File: src/rtl/ring_pkg.sv
// Shared definitions for the ring oscillator frequency meter and the
// ring-array top that feeds it.
package ring_pkg;

  typedef enum logic [1:0] {
    ST_IDLE    = 2'd0,
    ST_SETTLE  = 2'd1,
    ST_MEASURE = 2'd2,
    ST_DONE    = 2'd3
  } state_t;

  localparam int N_RINGS_DEF     = 6;
  localparam int SEL_W_DEF       = 3;
  localparam int WIN_W_DEF       = 16;
  localparam int CNT_W_DEF       = 16;
  localparam int SYNC_STAGES_DEF = 2;

  // Inverter count of each ring in the array, indexed by ring number.
  function automatic int ring_stages(input int idx);
    case (idx)
      0:       return 5;
      1:       return 11;
      2:       return 23;
      3:       return 47;
      4:       return 97;
      5:       return 197;
      default: return 0;
    endcase
  endfunction

endpackage

File: src/rtl/ring_sync_edge.sv
// Synchroniser for the asynchronous muxed ring signal followed by a
// rising-edge detector in the clk domain.
module ring_sync_edge #(
  parameter int SYNC_STAGES = 2
) (
  input  logic clk,
  input  logic rst_n,
  input  logic i_async,
  output logic o_rise
);

  if (SYNC_STAGES < 2) begin : g_bad_depth
    $error("ring_sync_edge: SYNC_STAGES must be at least 2");
  end

  logic [SYNC_STAGES-1:0] r_sync;
  logic                   r_prev;

  always_ff @(posedge clk or negedge rst_n) begin
    if (!rst_n) begin
      r_sync <= '0;
      r_prev <= 1'b0;
    end else begin
      r_sync <= {r_sync[SYNC_STAGES-2:0], i_async};
      r_prev <= r_sync[SYNC_STAGES-1];
    end
  end

  assign o_rise = r_sync[SYNC_STAGES-1] & ~r_prev;

endmodule

File: src/rtl/ring_freq_meter.sv
// Selects one ring oscillator, synchronises it into clk and counts its rising
// edges over a programmable window; single-shot or back-to-back windows.
module ring_freq_meter
  import ring_pkg::*;
#(
  parameter int N_RINGS     = N_RINGS_DEF,
  parameter int SEL_W       = SEL_W_DEF,
  parameter int WIN_W       = WIN_W_DEF,
  parameter int CNT_W       = CNT_W_DEF,
  parameter int SYNC_STAGES = SYNC_STAGES_DEF
) (
  input  logic               clk,
  input  logic               rst_n,
  input  logic [N_RINGS-1:0] ring_in,
  input  logic [SEL_W-1:0]   sel,
  input  logic               start,
  input  logic               continuous,
  input  logic [WIN_W-1:0]   win_len,
  input  logic               byte_sel,
  output logic               busy,
  output logic               done,
  output logic [CNT_W-1:0]   count,
  output logic               overflow,
  output logic [7:0]         data_out
);

  if ((2 ** SEL_W) < N_RINGS) begin : g_bad_sel_w
    $error("ring_freq_meter: SEL_W too narrow for N_RINGS");
  end

  localparam int SETTLE_W = $clog2(SYNC_STAGES + 1);

  state_t               r_state, w_state_nxt;
  logic [SEL_W-1:0]     r_sel_q;
  logic [WIN_W-1:0]     r_win_q;
  logic                 r_cont_q;
  logic [SETTLE_W-1:0]  r_settle;
  logic [WIN_W-1:0]     r_win;
  logic [CNT_W-1:0]     r_edge_cnt;
  logic                 r_sat;
  logic [CNT_W-1:0]     r_count;
  logic                 r_ovf;
  logic                 r_done;

  logic                 w_ring_mux;
  logic                 w_rise;
  logic [CNT_W-1:0]     w_edge_cnt_nxt;
  logic                 w_sat_nxt;
  logic                 w_last;
  logic                 w_cont_go;
  logic [15:0]          w_cnt16;

  // Out-of-range selects read as a constant 0 ring.
  always_comb begin
    w_ring_mux = 1'b0;
    for (int i = 0; i < N_RINGS; i++) begin
      if (r_sel_q == SEL_W'(i)) w_ring_mux = ring_in[i];
    end
  end

  ring_sync_edge #(.SYNC_STAGES(SYNC_STAGES)) u_sync (
    .clk     (clk),
    .rst_n   (rst_n),
    .i_async (w_ring_mux),
    .o_rise  (w_rise)
  );

  always_comb begin
    w_edge_cnt_nxt = r_edge_cnt;
    w_sat_nxt      = r_sat;
    if (w_rise) begin
      if (&r_edge_cnt) w_sat_nxt = 1'b1;
      else             w_edge_cnt_nxt = r_edge_cnt + 1'b1;
    end
  end

  assign w_last    = (r_win == WIN_W'(1));
  assign w_cont_go = r_cont_q & continuous;

  always_ff @(posedge clk or negedge rst_n) begin
    if (!rst_n) r_state <= ST_IDLE;
    else        r_state <= w_state_nxt;
  end

  always_comb begin
    w_state_nxt = r_state;
    case (r_state)
      ST_IDLE:    if (start) w_state_nxt = ST_SETTLE;
      ST_SETTLE:  if (r_settle == '0) w_state_nxt = ST_MEASURE;
      ST_MEASURE: if (w_last) w_state_nxt = ST_DONE;
      ST_DONE:    w_state_nxt = w_cont_go ? ST_MEASURE : ST_IDLE;
      default:    w_state_nxt = ST_IDLE;
    endcase
  end

  // Result is latched on the last MEASURE edge so count is valid while done=1.
  always_ff @(posedge clk or negedge rst_n) begin
    if (!rst_n) begin
      r_sel_q    <= '0;
      r_win_q    <= '0;
      r_cont_q   <= 1'b0;
      r_settle   <= '0;
      r_win      <= '0;
      r_edge_cnt <= '0;
      r_sat      <= 1'b0;
      r_count    <= '0;
      r_ovf      <= 1'b0;
      r_done     <= 1'b0;
    end else begin
      r_done <= 1'b0;
      case (r_state)
        ST_IDLE: begin
          if (start) begin
            r_sel_q  <= sel;
            r_win_q  <= (win_len == '0) ? WIN_W'(1) : win_len;
            r_cont_q <= continuous;
            r_settle <= SETTLE_W'(SYNC_STAGES);
          end
        end
        ST_SETTLE: begin
          if (r_settle != '0) begin
            r_settle <= r_settle - 1'b1;
          end else begin
            r_edge_cnt <= '0;
            r_sat      <= 1'b0;
            r_win      <= r_win_q;
          end
        end
        ST_MEASURE: begin
          r_edge_cnt <= w_edge_cnt_nxt;
          r_sat      <= w_sat_nxt;
          r_win      <= r_win - 1'b1;
          if (w_last) begin
            r_count <= w_edge_cnt_nxt;
            r_ovf   <= w_sat_nxt;
            r_done  <= 1'b1;
          end
        end
        ST_DONE: begin
          if (w_cont_go) begin
            r_edge_cnt <= '0;
            r_sat      <= 1'b0;
            r_win      <= r_win_q;
          end
        end
        default: ;
      endcase
    end
  end

  if (CNT_W >= 16) begin : g_cnt_wide
    assign w_cnt16 = r_count[15:0];
  end else begin : g_cnt_narrow
    assign w_cnt16 = {{(16 - CNT_W){1'b0}}, r_count};
  end

  assign busy     = (r_state != ST_IDLE);
  assign done     = r_done;
  assign count    = r_count;
  assign overflow = r_ovf;
  assign data_out = byte_sel ? w_cnt16[15:8] : w_cnt16[7:0];

endmodule

File: config.mk
export PLATFORM = sky130hd
export DESIGN_NAME = ring_freq_meter
export DESIGN_NICKNAME = d
export VERILOG_FILES = /design/src/rtl/ring_pkg.sv /design/src/rtl/ring_sync_edge.sv /design/src/rtl/ring_freq_meter.sv
export SDC_FILE = /design/constraint.sdc
export NUM_CORES = 1
export LEC_CHECK = 0
export BUFFER_PORTS_ARGS = -buffer_cell sky130_fd_sc_hd__buf_2
export CAP_MARGIN = 20
export CELL_PAD_IN_SITES_DETAIL_PLACEMENT = 1
export CELL_PAD_IN_SITES_GLOBAL_PLACEMENT = 2
export CORE_UTILIZATION = 35
export DETAILED_ROUTE_END_ITERATION = 16
export GPL_TIMING_DRIVEN = 0
export PLACE_DENSITY_LB_ADDON = 0.1
export RECOVER_POWER = 50
export SKIP_LAST_GASP = 1
export SLEW_MARGIN = 10
export SYNTH_ARGS = -nofsm -noshare
export SYNTH_HDL_FRONTEND = slang
export SYNTH_SLANG_ARGS = --single-unit
File: constraint.sdc
create_clock -name clk -period 2.6 [get_ports clk]
set_clock_uncertainty 0.2 [all_clocks]
set_input_delay 0.13 -clock clk [delete_from_list [all_inputs] [get_ports clk]]
set_output_delay 0.13 -clock clk [all_outputs]
set_load 0.05 [all_outputs]
==> results of run 1 <==
-- power by group through the flow --
stage / sequential [mW] / clock, mW / combinational, mW
2_1_floorplan: 1.86 / 0 / 1.27
3_3_place_gp: 1.97 / 0 / 1.68
3_5_place_dp: 1.98 / 0 / 1.76
4_1_cts: 1.96 / 1.41 / 1.80
5_1_grt: 2.02 / 1.45 / 1.98
6_report: 1.96 / 1.38 / 1.78
-- cells in the final DEF, fill, tap and decap left out, types with 16 or more instances in the layout --
| cell | count |
|---|---|
| nor2_1 | 30 |
| nand2_1 | 36 |
| nor3_1 | 16 |
| a21oi_1 | 37 |
| dfrtp_1 | 78 |
| buf_2 | 50 |
| mux2_2 | 28 |
| dlygate4sd3_1 | 21 |
| clkbuf_1 | 23 |
| o21ai_0 | 29 |
-- per-layer routing --
layer	up-vias	global-route usage, %
li1	1688	-
met1	1791	26.0
met2	87	38.4
met3	28	2.88
met4	0	10.5
met5	-	0
-- final cells by class --
class	instances	area (um2)
plain buffers	21	105
flip-flops and latches	78	1950
clock buffers	13	250
well taps	143	179
multi-input cells	302	2000
repair buffers	77	477
clock inverters	3	67.6
inverters	12	45.0
fillers	1305	6340
-- sequential cells by signal, indices dropped and copies added (netlist names) --
register       cells
count             16
r_edge_cnt        16
r_win             16
r_win_q           16
r_sel_q            3
r_settle           2
r_state            2
u_sync.r_sync      2
done               1
overflow           1
r_cont_q           1
r_sat              1
u_sync.r_prev      1
-- cell usage after synthesis (all sizes together) (9+ instances only) --
cell,instances
buf,9
o21ai,39
nand3,12
nor2,30
xnor2,9
nand2,36
clkbuf,12
dfrtp,78
mux2,28
a21oi,37
inv,12
nor3,18
-- what timing repair did --
action                                  in CTS  in global routing
hold buffers                                21                  0
endpoints found under the hold margin       58                  0
resized for setup                            0                  4
endpoints found under the setup margin       0                 12
-- through the flow --
step | area [um2] | cells | util [%] | setup WS [ns] | hold slack, ns
global route | 5080 | 649 | 44.5 | 0.0187 | 0.0335
finish | 5080 | 649 | 44.5 | 0.261 | -0.00447
CTS | 5110 | 649 | 44.7 | 0.0402 | 0.00262
floorplan | 4100 | 413 | - | 0.611 | -0.366
detailed placement | 4580 | 612 | 40.1 | 0.0528 | -0.0557
global placement | 4560 | 611 | 39.9 | 0.0974 | 0.165
-- how the worst max path moves through the flow --
stage,startpoint,endpoint,cells after the start
3_5_place_dp,r_settle[0]$_DFFE_PN0P_,r_win[6]$_DFFE_PN0P_,10
4_1_cts,r_settle[0]$_DFFE_PN0P_,r_win[1]$_DFFE_PN0P_,9
5_1_grt,r_win[0]$_DFFE_PN0P_,r_win[14]$_DFFE_PN0P_,7
2_1_floorplan,r_state[1]$_DFFE_PN0P_,r_sel_q[0]$_DFFE_PN0P_,4
3_3_place_gp,r_settle[0]$_DFFE_PN0P_,r_edge_cnt[5]$_DFFE_PN0P_,9
6_report,r_win[0]$_DFFE_PN0P_,r_win[14]$_DFFE_PN0P_,7
-- logic make-up after synthesis --
logic type / count (synthesis) / share of synthesized area, %
simple gates: 130 / 17.0
xor+xnor: 10 / 2.13
fa+ha+maj: 4 / 1.22
flops: 78 / 47.6
compound gates: 126 / 19.5
buf+inv: 33 / 3.60
mux: 32 / 8.97
-- worst reg2reg max path, delay by kind of cell (launching register included) --
| kind | cells | cell delay [ns] |
|---|---|---|
| buf+inv | 1 | 0.08 |
| flops | 1 | 0.43 |
| simple gates | 3 | 0.88 |
| compound gates | 2 | 0.43 |
| fa+ha+maj | 1 | 0.20 |
==> results.py, run 1 <==
metrics = {
    "die": {
        "initial_core_util_pct": 35.9,
        "die_area_um2": 12200,
        "die_h_um": 110,
        "io_pins": 57,
        "core_um2": 11400,
        "rows": 39,
        "die_w_um": 110,
    },
    "pwr": {
        "pwr-share-comb_pct": 34.8,
        "powerDensity_nw_per_um2": 1010,
        "pwr-share-seq_pct": 38.3,
        "p_int_mw": 3.18,
        "p_sw_share_pct": 37.8,
        "p_leak_nw": 2.21,
        "p_total_mw": 5.11,
        "power_frac_clock_pct": 26.9,
        "ir_drop_mv": 0.622,
        "p_sw_mw": 1.93,
    },
    "sta": {
        "slew-limit-headroom_pct": 36.4,
        "fmax_ghz": 0.427,
        "min_period_ns": 2.34,
        "period_share_pct": 90.0,
        "grt_setup_unrepaired": "no",
        "finalSetupTns_ns": 0,
        "setup_violations": 0,
        "final-max-slew-violation-count": 0,
        "fin_hold_ws_ns": -0.00447,
        "finalHoldViolations": 1,
        "worstMarginPinSlew_ns": 0.954,
    },
    "synthesis": {
        "synth_top_area_cell": "dfrtp_1",
        "async_reset_ff_share_pct": 100,
        "yosysWarnings": 0,
        "synth_edf_count": 0,
        "synth_fp_nets": 447,
        "postSynthAreaPerCell_um2": 9.93,
        "ys_seq_area_share_pct": 47.6,
        "ys_types": 59,
        "netlist_area_um2": 4100,
        "synth_top_area_share_pct": 47.6,
        "synthFlopType": "dfrtp_1",
        "ys_ff_latch": 78,
        "syn_inst": 413,
        "synth_area_leaders": "dfrtp_1, mux2_2, a21oi_1, o21ai_0, nand2_1",
    },
    "routing": {
        "drc": 0,
        "dr_wl_met2_um": 6040,
        "drt_wl_total_um": 12200,
        "route.met3.wl_um": 333,
        "ant_nets": 0,
        "viasPerCell": 5.54,
        "m1WireLength_um": 5440,
        "wire_per_inst_um": 18.8,
        "drtIter0Drc": 140,
        "dr.pass1.iters": 4,
        "vias": 3594,
        "highest_layer": "met4",
    },
    "global_route": {
        "antenna_found_initial": 0,
        "grt_pass1_vias": 3762,
        "overflow": 0,
        "grt_pass1_wl_um": 19700,
        "grt_usage_pct": 21.8,
        "grt_max_degree": 41,
    },
    "clock_network": {
        "cts_sinks": 78,
        "tritoncts": "built",
        "clkTransAtPathRegs_ns": 0.06,
        "clk_latency_ns": 0.34,
        "ctsHtreeMaxLevel": 3,
        "postCtsSetupBuffers": 0,
        "cts_inserted_buffers": 9,
        "ctsLongestPathBuffers": 2,
        "cts_root_buf": "clkbuf_16",
    },
    "place": {
        "io_buffers": 55,
        "hpwl_um": 8770,
        "routabilityCongestion": 0.865,
    },
    "layout": {
        "antenna_cells": 0,
        "nets": 535,
        "syn_to_final_growth_pct": 23.8,
        "drive_above_1_share_pct": 22.5,
    },
    "run_status": {
        "violations": "hold timing",
        "status": "finished, violations left",
    },
    "run": {
        "max_cap_violations": 0,
    },
    "hold_path": {
        "min_from": "ring_in[4]",
        "hold_depth": 4,
        "hold_class": "in -> reg",
        "min_to": "u_sync.r_sync[0]$_DFF_PN0_",
    },
    "setup_path": {
        "cpMaxStageDelayCell": "nor3b_1",
        "reg2reg_to": "r_win[14]$_DFFE_PN0P_",
        "cp.arrival_ns": 2.36,
        "r2r_cells": 7,
        "r2r-start": "r_win[0]$_DFFE_PN0P_",
        "cp.required_ns": 2.62,
        "cp-end-kind": "register",
        "r2r_slack_ns": 0.26,
        "cp_num_buf_inv": 1,
        "cp_slowest_stage_delay_ns": 0.44,
        "crit_path_max_fanout": 6,
        "crit_chain": "inv_1, ha_1, nor3b_1, nand3_1, nor2_1, o21ai_0, a221o_1",
        "start_kind": "register",
        "cp_top_family": "simple AND/OR/NAND/NOR gates",
        "critPathKind": "reg -> reg",
    },
}
Note: power is estimated with default switching activity, not from simulation.
==> inputs of run 2 (changes only) <==
==> constraint.sdc (replaced) <==
create_clock -name clk -period 2.6 [get_ports clk]
set_clock_uncertainty 0.2 [all_clocks]
set_input_delay 0.26 -clock clk [delete_from_list [all_inputs] [get_ports clk]]
set_output_delay 0.26 -clock clk [all_outputs]
set_load 0.05 [all_outputs]
==> run 2 against run 1 <==
  * The run now ends clean
  * Critical path depth stayed put
  * Sequential power hardly changed
  * Combinational power hardly changed
  * Highest routed layer unchanged
  * Final cell count is 0.15% lower
==> results.py, run 2 (synthesized netlist as in run 1, its figures left out) <==
metrics = {
    "run_status": {
        "status": "finished clean",
    },
    "clock_network": {
        "clkTransAtPathRegs_ns": 0.06,
        "postCtsSetupBuffers": 0,
        "cts_inserted_buffers": 9,
        "clk_latency_ns": 0.34,
        "cts_sinks": 78,
        "cts_root_buf": "clkbuf_16",
        "ctsLongestPathBuffers": 2,
        "ctsHtreeMaxLevel": 3,
        "tritoncts": "built",
    },
    "global_route": {
        "grt_usage_pct": 21.7,
        "overflow": 0,
        "grt_pass1_wl_um": 19700,
        "grt_pass1_vias": 3741,
        "grt_max_degree": 41,
        "antenna_found_initial": 0,
    },
    "place": {
        "dp.cells": 612,
        "io_buffers": 55,
        "routabilityCongestion": 0.865,
        "hpwl_um": 8770,
    },
    "die": {
        "die_area_um2": 12200,
        "die_w_um": 110,
        "die_h_um": 110,
        "io_pins": 57,
        "core_um2": 11400,
        "rows": 39,
        "initial_core_util_pct": 35.9,
    },
    "layout": {
        "nets": 534,
        "syn_to_final_growth_pct": 23.6,
        "mostFrequentLayoutCells": "dfrtp_1, buf_2, a21oi_1",
        "fillCellCount": 1307,
        "antenna_cells": 0,
        "drive_above_1_share_pct": 22.8,
        "final_common_cell": "dfrtp_1",
        "final_cells": 648,
    },
    "setup_path": {
        "cp_num_buf_inv": 1,
        "critPathKind": "reg -> reg",
        "cp.arrival_ns": 2.36,
        "cp_slowest_stage_delay_ns": 0.43,
        "cp_top_family": "simple AND/OR/NAND/NOR gates",
        "r2r_slack_ns": 0.26,
        "crit_chain": "inv_1, ha_1, nor3b_1, nand3_1, nor2_1, o21ai_0, a221o_1",
        "cp-end-kind": "register",
        "cp.required_ns": 2.62,
        "crit_path_max_fanout": 6,
        "cpMaxStageDelayCell": "dfrtp_1",
        "start_kind": "register",
    },
    "routing": {
        "drt_wl_total_um": 12200,
        "drc": 0,
        "wire_per_inst_um": 18.8,
        "viasPerCell": 5.54,
        "dr.pass1.iters": 4,
        "vias": 3587,
        "drtIter0Drc": 126,
        "ant_nets": 0,
    },
    "sta": {
        "grt_setup_unrepaired": "no",
        "finalSetupTns_ns": 0,
        "min_period_ns": 2.34,
        "period_share_pct": 89.8,
        "worstMarginPinSlew_ns": 0.955,
        "setup_violations": 0,
        "slew-limit-headroom_pct": 36.3,
        "final-max-slew-violation-count": 0,
        "finalHoldViolations": 0,
        "fmax_ghz": 0.428,
    },
    "hold_path": {
        "hold_class": "in -> reg",
    },
    "pwr": {
        "ir_drop_mv": 0.623,
        "p_leak_nw": 2.21,
        "powerDensity_nw_per_um2": 1010,
    },
    "run": {
        "max_cap_violations": 0,
    },
}
-- run 2: worst paths after layout --
path	from	end	cells past startpoint
max	r_win[0]$_DFFE_PN0P_	r_win[14]$_DFFE_PN0P_	7
min	win_len[0]	r_win_q[0]$_DFFE_PN0P_	3
max reg2reg	r_win[0]$_DFFE_PN0P_	r_win[14]$_DFFE_PN0P_	7
min reg2reg	u_sync.r_sync[0]$_DFF_PN0_	u_sync.r_sync[1]$_DFF_PN0_	0
max in group asynchronous	rst_n	r_win[15]$_DFFE_PN0P_	3
min in group asynchronous	rst_n	count[13]$_DFFE_PN0P_	2
-- run 2: area by class of cell --
cell class                      count  area (um2)  share of cell area, %
Tap cell                          143         179                   3.53
Sequential cell                    78        1950                   38.5
Clock buffer                       13         250                   4.93
Timing Repair Buffer               76         470                   9.27
Inverter                           12        45.0                  0.888
Buffer                             21         105                   2.07
Clock inverter                      3        67.6                   1.33
Multi-Input combinational cell    302        2000                   39.5
-- run 2: routing by layer --
layer	share of wire, %	vias to the layer above	track usage, %
met5	0	-	0
met4	3.1	0	10.5
met3	3.0	28	2.88
met2	49	83	38.2
met1	44	1789	26.0
li1	-	1687	-
-- run 2: report_power, final --
group / switching, mW / internal (mW)
registers: 0.374 / 1.58
clock network: 0.510 / 0.869
logic: 1.05 / 0.726
total: 1.93 / 3.18
-- run 2: through the flow --
stage	util [%]	hold slack [ns]	setup slack, ns	power, mW	instance area (um2)
2_1_floorplan	-	-0.236	0.611	3.13	4100
3_3_place_gp	39.9	0.166	0.0974	3.65	4560
3_5_place_dp	40.1	0.0743	0.0528	3.74	4580
4_1_cts	44.6	0.00463	0.0402	5.16	5100
5_1_grt	44.4	0.0737	0.0187	5.45	5070
6_report	44.4	0.00290	0.264	5.11	5070
-- run 2: worst reg2reg max path: stages, from the launching register on --
cell and delay, ns:
dfrtp_1 0.43, inv_1 0.08, ha_1 0.20, nor3b_1 0.43, nand3_1 0.29, nor2_1 0.15
o21ai_0 0.11, a221o_1 0.32
-- run 2: what timing repair did --
item,4_1_cts,5_1_grt
hold buffers,20,0
hold endpoints to repair,57,0
resized for setup,0,4
endpoints found under the setup margin,0,12
